<file path="src/rtl/if_id_queue_if.sv">
// Fetch-to-decode instruction queue bus: fetch push side, decode pop side,
// branch flush and queue status.
//
// Handshake: a push transfers when in_valid & in_ready at a rising edge; a pop
// transfers when out_valid & out_ready at a rising edge. in_ready depends only
// on queue state and flush, never on out_ready, and out_* never depend
// combinationally on in_*.
interface if_id_queue_if #(
  parameter int WIDTH = 16,
  parameter int DEPTH = 2
);
  logic                     in_valid;
  logic [WIDTH-1:0]         in_instruc;
  logic [WIDTH-1:0]         in_seq_PC;
  logic                     in_ready;
  logic                     out_valid;
  logic [WIDTH-1:0]         out_instruc;
  logic [WIDTH-1:0]         out_seq_PC;
  logic                     out_ready;
  logic                     flush;
  logic                     halted;
  logic [$clog2(DEPTH):0]   count;

  // Fetch/decode/branch side of the queue.
  modport master (
    output in_valid, in_instruc, in_seq_PC, out_ready, flush,
    input  in_ready, out_valid, out_instruc, out_seq_PC, halted, count
  );

  // The queue itself.
  modport slave (
    input  in_valid, in_instruc, in_seq_PC, out_ready, flush,
    output in_ready, out_valid, out_instruc, out_seq_PC, halted, count
  );
endinterface

</file>
<file path="src/rtl/if_id_queue.sv">
// IF/ID instruction queue: a small FIFO of {instruction, PC+2} entries between
// fetch and decode. in_ready doubles as fetch's PC enable, so a full queue,
// a taken-branch flush or a fetched HALT all freeze the PC.
module if_id_queue #(
  parameter int DEPTH = 2,
  parameter int WIDTH = 16
) (
  input  logic          clk,
  input  logic          rst,
  if_id_queue_if.slave  q
);
  localparam int AW = $clog2(DEPTH);
  localparam int CW = AW + 1;
  localparam logic [WIDTH-1:0] NOP_INSTRUC = WIDTH'(16'h0800);

  logic [WIDTH-1:0] instruc_mem [DEPTH];
  logic [WIDTH-1:0] seq_pc_mem  [DEPTH];
  logic [AW-1:0]    head;
  logic [AW-1:0]    tail;
  logic [CW-1:0]    count_q;
  logic             halted_q;

  logic             full;
  logic             empty;
  logic             push;
  logic             pop;
  logic             is_halt;

  assign full    = (count_q == CW'(DEPTH));
  assign empty   = (count_q == '0);
  assign is_halt = (q.in_instruc[WIDTH-1 -: 5] == 5'b00000);

  // Flush blocks the push in its own cycle so a branch-shadow fetch never lands.
  assign q.in_ready  = ~full & ~halted_q & ~q.flush;
  assign q.out_valid = ~empty;

  assign push = q.in_valid & q.in_ready;
  assign pop  = q.out_valid & q.out_ready;

  // Empty queue presents a NOP with a zero PC so decode sees a harmless bubble.
  assign q.out_instruc = empty ? NOP_INSTRUC : instruc_mem[head];
  assign q.out_seq_PC  = empty ? '0 : seq_pc_mem[head];
  assign q.halted      = halted_q;
  assign q.count       = count_q;

  // Entry storage; contents are don't-care until the occupancy count covers them.
  always_ff @(posedge clk) begin
    if (rst && !q.flush && push) begin
      instruc_mem[tail] <= q.in_instruc;
      seq_pc_mem[tail]  <= q.in_seq_PC;
    end
  end

  // Pointers, occupancy and the sticky HALT flag; reset beats flush beats push/pop.
  always_ff @(posedge clk) begin
    if (!rst) begin
      head     <= '0;
      tail     <= '0;
      count_q  <= '0;
      halted_q <= 1'b0;
    end else if (q.flush) begin
      head     <= '0;
      tail     <= '0;
      count_q  <= '0;
      halted_q <= 1'b0;
    end else begin
      if (push) begin
        tail <= tail + AW'(1);
      end
      if (pop) begin
        head <= head + AW'(1);
      end
      if (push && !pop) begin
        count_q <= count_q + CW'(1);
      end else if (pop && !push) begin
        count_q <= count_q - CW'(1);
      end
      if (push && is_halt) begin
        halted_q <= 1'b1;
      end
    end
  end
endmodule
</file>
<file path="src/flat_wrapper.sv">
// flat-port wrapper written by rule: the top's interface ports become plain ports
module if_id_queue_flat 
#(
  parameter int DEPTH = 2,
  parameter int WIDTH = 16
)
  (clk, rst, q_in_valid, q_in_instruc, q_in_seq_PC, q_out_ready, q_flush, q_in_ready, q_out_valid, q_out_instruc, q_out_seq_PC, q_halted, q_count);
  if_id_queue_if #(.WIDTH(WIDTH), .DEPTH(DEPTH)) q_i ();
  input  logic clk;
  input  logic rst;
  input wire logic [$bits(q_i.in_valid)-1:0] q_in_valid;
  input wire logic [$bits(q_i.in_instruc)-1:0] q_in_instruc;
  input wire logic [$bits(q_i.in_seq_PC)-1:0] q_in_seq_PC;
  input wire logic [$bits(q_i.out_ready)-1:0] q_out_ready;
  input wire logic [$bits(q_i.flush)-1:0] q_flush;
  output wire logic [$bits(q_i.in_ready)-1:0] q_in_ready;
  output wire logic [$bits(q_i.out_valid)-1:0] q_out_valid;
  output wire logic [$bits(q_i.out_instruc)-1:0] q_out_instruc;
  output wire logic [$bits(q_i.out_seq_PC)-1:0] q_out_seq_PC;
  output wire logic [$bits(q_i.halted)-1:0] q_halted;
  output wire logic [$bits(q_i.count)-1:0] q_count;
  assign q_i.in_valid = q_in_valid;
  assign q_i.in_instruc = q_in_instruc;
  assign q_i.in_seq_PC = q_in_seq_PC;
  assign q_i.out_ready = q_out_ready;
  assign q_i.flush = q_flush;
  assign q_in_ready = q_i.in_ready;
  assign q_out_valid = q_i.out_valid;
  assign q_out_instruc = q_i.out_instruc;
  assign q_out_seq_PC = q_i.out_seq_PC;
  assign q_halted = q_i.halted;
  assign q_count = q_i.count;
  if_id_queue #(.DEPTH(DEPTH), .WIDTH(WIDTH)) u_core (.clk(clk), .rst(rst), .q(q_i));
endmodule
</file>
<file path="config.mk">
export PLATFORM = sky130hd
export DESIGN_NAME = if_id_queue_flat
export DESIGN_NICKNAME = d
export VERILOG_FILES = /design/src/rtl/if_id_queue_if.sv /design/src/rtl/if_id_queue.sv /design/src/flat_wrapper.sv
export SDC_FILE = /design/constraint.sdc
export NUM_CORES = 1
export LEC_CHECK = 0
export CAP_MARGIN = 5
export CORE_MARGIN = 4
export CORE_UTILIZATION = 40
export DETAILED_ROUTE_END_ITERATION = 6
export MAX_ROUTING_LAYER = met4
export PLACE_DENSITY = 0.7
export SLEW_MARGIN = 20
export SYNTH_ARGS = -nofsm -noshare
export SYNTH_HDL_FRONTEND = slang
export SYNTH_SLANG_ARGS = --single-unit
</file>
<file path="constraint.sdc">
create_clock -name clk -period 3.4 [get_ports clk]
set_input_delay 0.34 -clock clk [delete_from_list [all_inputs] [get_ports clk]]
set_output_delay 0.34 -clock clk [all_outputs]
set_load 0.1 [all_outputs]
</file>
==> Word-level counts from Yosys, hierarchy flattened <==
Memory sizes are Yosys's and may differ from the RTL's. A register that Yosys moved wholly into a read port is not among the register bits.
Index checks and enable logic that the tools add are counted.
{ "word_totals": {"register_bits": 5, "mem_bits_rw": 64, "in_bits": 37, "output_inout_bits": 37, "wordCells": 42, "memories": 2} }
{ "op_classes": {"addsub": 4, "eq_ne": 1, "muxes": 10, "n_bitwise": 9, "reduce_logical": 12} }
{ "mem_list": {"columns": ["name", "depth", "word_bits", "rd", "rd_ports_with_merged_regs", "write_ports", "line", "text"], "rows": [
  ["u_core.instruc_mem", 2, 16, 1, 1, 1, "if_id_queue.sv:16", "logic [WIDTH-1:0] instruc_mem [DEPTH];"],
  ["u_core.seq_pc_mem", 2, 16, 1, 1, 1, "if_id_queue.sv:17", "logic [WIDTH-1:0] seq_pc_mem [DEPTH];"]
]} }
{ "ops": {"columns": ["cell", "n"], "rows": [
  ["$mux 16", 2],
  ["$mux 1", 6],
  ["$logic_and 1x1->1", 5],
  ["$logic_not 5->1", 1],
  ["$not 1->1", 5],
  ["$and 1x1->1", 4],
  ["$mux 2", 2],
  ["$logic_not 1->1", 3],
  ["$add 1x1->1 const B", 2],
  ["$add 2x1->2 const B", 1],
  ["$eq 2x2->1 const B", 1],
  ["$logic_not 2->1", 1],
  ["$reduce_bool 2->1", 1],
  ["$reduce_or 2->1", 1],
  ["$sub 2x1->2 const B", 1]
]} }

==> Logic depth before layout (Yosys ltp) <==
Gate-level depths: netlist of run 1.
{ "logic_depth": {"depth_word": 9, "depth_mapped": 7, "mapped_depth_nobuf": 7} }

==> Least setup slack after synthesis of run 1 <==
No wires, ideal clock.
{ "synth_path": {"kind": "register -> output", "from": "register u_core.count_q[0] (netlist: u_core.q.count[0])", "to": "output port q_in_ready", "t_arrival_ns": 3.183, "required_time_ns": 3.060, "path_slack_ns": -0.123, "path_stages_with_launch": 3, "path_buffers": 0, "cell_sequence": "dfxtp_1 > nor2b_2 > nor3_1"} }
{ "synth_between": {"elab_chain_len": 4} }
{ "synth_lines": {"columns": ["item", "line", "text"], "rows": [
  ["start: declaration", "if_id_queue.sv:20", "logic [CW-1:0] count_q;"],
  ["start signal: assignment", "if_id_queue.sv:74", "count_q <= count_q + CW'(1);"],
  ["start signal: assignment", "if_id_queue.sv:76", "count_q <= count_q - CW'(1);"],
  ["$eq 2x2->1", "if_id_queue.sv:29", "assign full = (count_q == CW'(DEPTH));"],
  ["$not 1->1", "if_id_queue.sv:34", "assign q.in_ready = ~full & ~halted_q & ~q.flush;"],
  ["$and 1x1->1 (2 in series)", "if_id_queue.sv:34", null],
  ["end: declaration", "flat_wrapper.sv:16", "output wire logic [$bits(q_i.in_ready)-1:0] q_in_ready;"]
]} }
Every way passes these cells.

==> impl_metrics.toml, run 1 <==
[outcome]
outcome = "finished clean"

[floorplan]
start_util = 0.4183
die_x_um = 89.95
die_h_um = 89.95
core_um2 = 6422
fp-row-count = 29
io-pin-count = 74
die_area_um2 = 8091

[finish]
num_antenna_cells = 0
synthToLayoutAreaGrowth_pct = 37.12
fillers = 506
fin_util = 0.5735
layout-drive-gt1-share = 0.1818
layout.nets = 286
final_cell_count_no_fill = 330

[clock_network]
cts_resized = 0
htree_levels = 3
post_cts_buffers = 0
cts_root_buffer = "clkbuf_8"
hold_buffers = 0
clk_pin_slew_ns = 0.07
clkLatencyLatePin_ns = 0.33
cts.sinks = 70
clockBufferDepth = 2
cts_tree = "yes"
cts_buffers = 9

[routing]
wirelength_mm = 4.914
final_antenna_net_count = 0
vias_per_cell = 4.776
wl_per_cell_um = 14.89
first_pass_iters = 4
drc = 0
num_vias = 1576
drtIter0Drc = 81

[setup_path]
crit_required_ns = 3.06
cp-start-kind = "flop"
ff2ff_setup_slack_ns = 1.14
worstPathMaxFanout = 15
worst_setup_path_end_kind = "output pin"
critPathArrivalTime_ns = 2.38
crit_type = "flop to output pin"

[timing]
finalHoldViolations = 0
fin_crit_ns = 2.723
fin_worst_skew_ns = 0.008319
tns_ns = 0
timing.final.crit_share = 0.8009
layout_setup_ws_ns = 0.6770
timing.fmax_ghz = 0.3672
rsz0062_at_grt = "no"
finalMaxSlewViolations = 0
finalSetupViolCount = 0
relSlewSlack = 0.3448
worst_slew_pin_slew_ns = 0.9797

[synth]
synth_edf_count = 64
synth.avg_cell_area_um2 = 15.99
syn-num-nets = 206
synthDominantCellAreaShare = 0.7154
yosysTopAreaCell = "edfxtp_1"
ys_ff_latch = 70
ys_types = 22
ys.flop_type = "edfxtp_1"
synth.top_cells.by_area = "edfxtp_1 72%, mux2i_1 12%, nor2_1 5.0%, dfxtp_1 4.5%, xor2_1 0.98%"
netlist_top_cells_count = "64 x edfxtp_1, 36 x nor2_1, 33 x mux2i_1, 6 x dfxtp_1, 4 x clkbuf_1"
yosysMostFrequentCell = "edfxtp_1"
synth-seq-area-share = 0.7601
syn_inst = 168
syn_area_um2 = 2686
synth-async-reset-ratio = 0
synth_warnings = 0

[global_routing]
grt.total_usage = 0.1275
grt_pass1_wl_mm = 7.748
grt_pass1_vias = 1631
grt_overflow = 0
grt_max_degree = 33
antenna_found_initial = 0

[placed_design]
pre_cts_ws_ns = 0.8012
dp_cells = 314
gp_congestion = 0.6788
placement.io_buffers = 73
dp_hpwl_mm = 3.280

[worst_hold_path]
min_path_type = "flop to flop"

[pwr]
pwr_density_cell_nw_per_um2 = 541.5
vdd.ir_drop.worst_v = 0.0002915
leakage_uw = 0.001247

[job]
cap_violations = 0
[placed cells by master (no fill, tap or decap), types with 3 or more instances in the layout]
| cell type | netlist | final |
|---|---|---|
| dfxtp_1 | 6 | 5 |
| clkbuf_8 | 0 | 9 |
| clkdlybuf4s50_1 | 0 | 52 |
| mux2i_1 | 33 | 33 |
| nor2_1 | 36 | 34 |
| edfxtp_1 | 64 | 64 |
| xor2_1 | 3 | 3 |
| buf_4 | 0 | 24 |
[metrics by stage]
stage / total power (uW) / hold slack [ns] / instance area (um^2)
6_report: 1995 / 0.4768 / 3684
5_1_grt: 2058 / 0.4903 / 3684
4_1_cts: 2013 / 0.4741 / 3684
3_5_place_dp: 1318 / 0.4645 / 3471
3_3_place_gp: 1315 / 0.4593 / 3471
2_1_floorplan: 1211 / 0.4389 / 2694
[critical path: stages, from the launching register on]
cell and delay (ns):
dfxtp_2 0.62, mux2i_1 0.14, nor2_1 0.14, clkdlybuf4s50_1 1.15
[flip-flops by register name (all words and copies together) (netlist names), named ones only]
signal and count:
u_core.head 1, u_core.instruc_mem 32, u_core.q.count 2, u_core.q.halted 1, u_core.seq_pc_mem 32, u_core.tail 1
[layer usage]
layer,share of wire,vias up,GRT usage
li1,-,773,-
met1,0.40,749,0.1331
met2,0.51,46,0.2155
met3,0.065,8,0.05008
met4,0.016,0,0.05357
met5,0,-,-
[path summary, 6_finish.rpt]
path | start | to | depth (start not counted)
max | flop | q_out_seq_PC[2] | 3
min | u_core.tail | u_core.tail | 2
max reg2reg | u_core.q.count[0] | u_core.instruc_mem[1][1] | 4
min reg2reg | u_core.tail | u_core.tail | 2
[logic make-up (layout without fill, tap and decap cells)]
family,Yosys count,count (layout),share of synthesized area
AOI/OAI and AO/OA,4,4,0.008849
xor gates and xnor gates,3,3,0.009783
adders and majority gates,1,1,0.004657
buffers and inverters,9,94,0.01397
DFF,70,70,0.7601
muxes,33,33,0.1230
and+or+nand+nor,48,48,0.07965
[cell type report]
class	instances	area, um^2	area share
multi-input combinational	89	623.1	0.1692
timing repair buffer	76	700.7	0.1902
inverter	2	7.507	0.002038
tap	77	96.34	0.02615
sequential	70	2043	0.5547
clock inverter	7	88.84	0.02412
clock buffer	9	123.9	0.03363
[power breakdown]
| group | leakage (uW) | internal (uW) | switching, uW |
|---|---|---|---|
| combinational | 0.000516 | 94.1 | 246 |
| sequential | 0.000627 | 950 | 6.84 |
| clock | 0.000104 | 408 | 290 |
Power figures use the tool's default switching activity.
==> inputs of run 2 (changes only) <==
--- a/config.mk
+++ b/config.mk
@@ -10,7 +10,7 @@
 export CORE_UTILIZATION = 40
 export DETAILED_ROUTE_END_ITERATION = 6
 export MAX_ROUTING_LAYER = met4
-export PLACE_DENSITY = 0.7
+export PLACE_DENSITY = 0.73
 export SLEW_MARGIN = 20
 export SYNTH_ARGS = -nofsm -noshare
 export SYNTH_HDL_FRONTEND = slang
==> constraint.sdc (replaced) <==
create_clock -name clk -period 2.3 [get_ports clk]
set_input_delay 0.23 -clock clk [delete_from_list [all_inputs] [get_ports clk]]
set_output_delay 0.23 -clock clk [all_outputs]
set_load 0.1 [all_outputs]
==> run 2 against run 1 <==
  * Combinational power up 85%
  * Core utilization up 7.7 points
  * Worst setup slack worse by 0.39 ns
  * Sequential power up 48%
  * Global-route usage up 1.3 points
  * Cell area up 13%
  * Total power up 48%
  * Hold slack better by 0.00068 ns
  * Highest routed layer unchanged
==> impl_metrics.toml, run 2 (synthesis results as in run 1) <==
[outcome]
outcome = "finished clean"

[clock_network]
cts.sinks = 70
cts_tree = "yes"
post_cts_buffers = 0
cts_resized = 0
clockBufferDepth = 2
cts_root_buffer = "clkbuf_8"
clkLatencyLatePin_ns = 0.33
htree_levels = 3
cts_buffers = 9
clk_pin_slew_ns = 0.07
hold_buffers = 0

[pwr]
vdd.ir_drop.worst_v = 0.0003471
power_frac_comb = 0.213
power.switching_uw = 817.9
p_clk_frac = 0.306
pwr_density_cell_nw_per_um2 = 706.1
seqPwrFrac = 0.480
internal_power_uw = 2130
swShare = 0.2774
leakage_uw = 0.001383

[timing]
tns_ns = 0
layout_setup_ws_ns = 0.2871
worst_slew_pin_slew_ns = 0.4662
fin_crit_ns = 2.013
finalHoldViolations = 0
relSlewSlack = 0.6892
rsz0062_at_grt = "no"
finalMaxSlewViolations = 0
timing.final.crit_share = 0.8752
fin_worst_skew_ns = 0.004515
timing.fmax_ghz = 0.4968
finalSetupViolCount = 0

[global_routing]
grt_pass1_vias = 1723
grt_max_degree = 33
grt_overflow = 0
grt.total_usage = 0.1403
grt_pass1_wl_mm = 8.487
antenna_found_initial = 0

[finish]
fin_util = 0.6501
fillers = 471
synthToLayoutAreaGrowth_pct = 55.43
final_common_cell = "edfxtp_1"
layout-drive-gt1-share = 0.3930
layout_common_cells = "64 x edfxtp_1, 36 x clkdlybuf4s50_1, 35 x buf_12"
layout.nets = 290
multi_input_area_um2 = 711.9
final_cell_count_no_fill = 334
num_antenna_cells = 0
seq_area_um2 = 2046

[routing]
vias_per_cell = 4.781
final_antenna_net_count = 0
wirelength_mm = 5.071
wl_per_cell_um = 15.18
num_vias = 1597
first_pass_iters = 4
drtIter0Drc = 86
drc = 0

[placed_design]
placement.io_buffers = 73
gp_congestion = 0.7065
pre_cts_ws_ns = 0.06492
dp_cells = 318
dp_hpwl_mm = 3.718

[floorplan]
die_area_um2 = 8091
io-pin-count = 74
core_um2 = 6422
fp-row-count = 29
die_x_um = 89.95
die_h_um = 89.95
start_util = 0.4183

[setup_path]
crit_type = "flop to flop"
slowest_delay_ns = 0.53
worstPathMaxFanout = 6
critPathArrivalTime_ns = 2.27
cp-start-kind = "flop"
worst_setup_path_end_kind = "flop"
crit_required_ns = 2.55
path_cells = "nor2b_2 > or4b_4 > inv_2 > ha_1 > or3_1 > a21oi_1"
worst_path_max_delay_cell = "or4b_4"

[worst_hold_path]
min_path_type = "primary input to flop"

[job]
cap_violations = 0
==> run 2: stage by stage <==
| stage | hold slack, ns | power, uW | cell area (um^2) |
|---|---|---|---|
| floorplan | 0.3289 | 1813 | 2790 |
| global placement | 0.4668 | 2071 | 3994 |
| detailed placement | 0.4891 | 2078 | 3994 |
| CTS | 0.4640 | 2984 | 4175 |
| global route | 0.4547 | 3062 | 4175 |
| finish | 0.4775 | 2948 | 4175 |
==> run 2: area by class of cell <==
cell class                 count  share of cell area
clock inverter                 5             0.01199
clock buffer                  11             0.03147
timing repair buffer          80              0.2703
sequential                    70              0.4900
inverter                       2            0.002697
tap                           77             0.02307
multi-input combinational     89              0.1705
==> run 2: critical path: cells and delay by family, from the launching register on <==
family / cells / cell delay [ns]
compound gates: 1 / 0.16
fa+ha+maj: 1 / 0.25
buf+inv: 1 / 0.10
flops: 1 / 0.36
simple gates: 3 / 1.06
==> run 2: path summary, 6_finish.rpt <==
path                     startpoint                  endpoint  slack, ns  cells past startpoint
hold / removal      q_in_instruc[3]  u_core.instruc_mem[1][3]       0.48                      1
setup / recovery  u_core.q.count[1]         u_core.q.count[1]       0.29                      6
setup reg to reg  u_core.q.count[1]         u_core.q.count[1]       0.29                      6
hold reg to reg         u_core.tail               u_core.tail       0.48                      2
==> run 2: power groups by stage <==
stage               Sequential (uW)  Combinational [uW]  Clock [uW]
floorplan                      1450                 359           0
global placement               1440                 628           0
detailed placement             1440                 634           0
CTS                            1420                 635         932
global route                   1420                 652         994
finish                         1420                 629         903
==> run 2: layer usage <==
layer | vias to the layer above | part of all wire | global-route usage
li1 | 781 | - | -
met1 | 761 | 0.39 | 0.1531
met2 | 46 | 0.54 | 0.2393
met3 | 9 | 0.046 | 0.03589
met4 | 0 | 0.020 | 0.06888
met5 | - | 0 | -
==> inputs of run 3 (changes only) <==
--- a/config.mk
+++ b/config.mk
@@ -7,10 +7,10 @@
 export LEC_CHECK = 0
 export CAP_MARGIN = 5
 export CORE_MARGIN = 4
-export CORE_UTILIZATION = 40
+export CORE_UTILIZATION = 30
 export DETAILED_ROUTE_END_ITERATION = 6
 export MAX_ROUTING_LAYER = met4
-export PLACE_DENSITY = 0.73
+export PLACE_DENSITY = 0.58
 export SLEW_MARGIN = 20
 export SYNTH_ARGS = -nofsm -noshare
 export SYNTH_HDL_FRONTEND = slang
==> run 3 against run 2 <==
  * Total power down 1.1%
  * Combinational power down 3.8%
  * Highest routed layer unchanged
  * Core utilization down 18 points
  * Fmax up 0.61%
  * Largest cell class unchanged
  * Critical path type is now flop to output pin
  * Clock skew about the same
==> impl_metrics.toml, run 3 (synthesis results as in run 1) <==
[global_routing]
grt_pass1_wl_mm = 7.928
grt_overflow = 0
grt_max_degree = 33
antenna_found_initial = 0
grt_pass1_vias = 1566
grt.total_usage = 0.1076

[timing]
fin_crit_ns = 2.001
finalHoldViolations = 0
timing.final.crit_share = 0.8699
timing.fmax_ghz = 0.4998
finalSetupViolCount = 0
relSlewSlack = 0.6751
fin_worst_hold_slack_ns = 0.4760
fin_worst_skew_ns = 0.004422
worst_slew_pin_slew_ns = 0.4862
rsz0062_at_grt = "no"
tns_ns = 0
layout_setup_ws_ns = 0.2992
finalMaxSlewViolations = 0

[clock_network]
clk_pin_slew_ns = 0.07
post_cts_buffers = 0
cts.sinks = 70
cts_buffers = 9
cts_tree = "yes"
htree_levels = 3
cts_resized = 0
hold_buffers = 0
clkLatencyLatePin_ns = 0.33
clockBufferDepth = 2
cts_root_buffer = "clkbuf_8"

[routing]
wirelength_mm = 5.309
first_pass_iters = 4
vias_per_cell = 4.322
drc = 0
wl_per_cell_um = 14.51
num_vias = 1582
drtIter0Drc = 59
final_antenna_net_count = 0

[placed_design]
dp_hpwl_mm = 3.783
gp_congestion = 0.7479
post_dp_cell_area_um2 = 3940
pre_cts_ws_ns = 0.1120
placement.io_buffers = 73
dp_cells = 350

[finish]
num_antenna_cells = 0
layout.nets = 291
final_cell_count_no_fill = 366
layout_common_cells = "64 x edfxtp_1, 36 x clkdlybuf4s50_1, 33 x mux2i_1"
synthToLayoutAreaGrowth_pct = 53.33
final_common_cell = "edfxtp_1"
layout-drive-gt1-share = 0.3876
design_area_um2 = 4119

[setup_path]
crit_required_ns = 2.07
worstPathMaxFanout = 15
path_delay_family = "flip-flops"
worst_setup_path_end_kind = "output pin"
ff2ff_setup_slack_ns = 0.35
cp-start-kind = "flop"
slowest_delay_ns = 0.61
crit_type = "flop to output pin"
path_cells = "buf_4 > mux2i_1 > nor2_2 > buf_12"
critPathArrivalTime_ns = 1.77
cp_num_buf_inv = 2
worst_path_max_delay_cell = "dfxtp_2"

[floorplan]
start_util = 0.3080
core_um2 = 8721
die_area_um2 = 10530
die_x_um = 102.6
fp-row-count = 34
die_h_um = 102.6
io-pin-count = 74

[worst_hold_path]
min_path_type = "primary input to flop"

[outcome]
outcome = "finished clean"

[pwr]
leakage_uw = 0.001364
vdd.ir_drop.worst_v = 0.0002727
pwr_density_cell_nw_per_um2 = 708.2

[job]
cap_violations = 0
-- run 3: cell types whose count changed in the layout (fill, tap and decap cells not counted), sizes merged --
cell / change
buf: +1
clkbuf: -2
clkinv: +2
-- run 3: final timing paths --
check,startpoint,endpoint,cells past startpoint
setup / recovery,flop,q_out_instruc[13],4
hold / removal,q_in_seq_PC[9],u_core.seq_pc_mem[0][9],1
setup reg to reg,u_core.q.count[1],u_core.q.count[1],6
hold reg to reg,u_core.tail,u_core.tail,2
-- run 3: power by group --
group | switching [uW] | total [uW] | internal, uW
clock network | 414 | 896 | 482
logic | 394 | 605 | 212
registers | 10.6 | 1420 | 1410
total | 818 | 2920 | 2100
-- run 3: area by class of cell --
| cell class | instances | area (um^2) |
|---|---|---|
| fillers | 764 | 4602 |
| multi-input cells | 89 | 711.9 |
| well taps | 108 | 135.1 |
| clock buffers | 9 | 123.9 |
| flip-flops and latches | 70 | 2046 |
| clock inverters | 7 | 55.05 |
| inverters | 2 | 11.26 |
| repair buffers | 81 | 1036 |
-- run 3: per-layer routing --
metal  share of wire  vias to the layer above  global-route usage
li1                -                      785                   -
met1            0.46                      742              0.1312
met2            0.47                       49              0.1584
met3           0.064                        6             0.03924
met4           0.012                        0             0.05146
met5               0                        -                   -
-- run 3: metrics by stage --
step / total power, uW / utilization
after floorplan: 1813 / -
after global placement: 2052 / 0.4518
after detailed placement: 2055 / 0.4518
after CTS: 2952 / 0.4723
after global routing: 3028 / 0.4723
final: 2917 / 0.4723
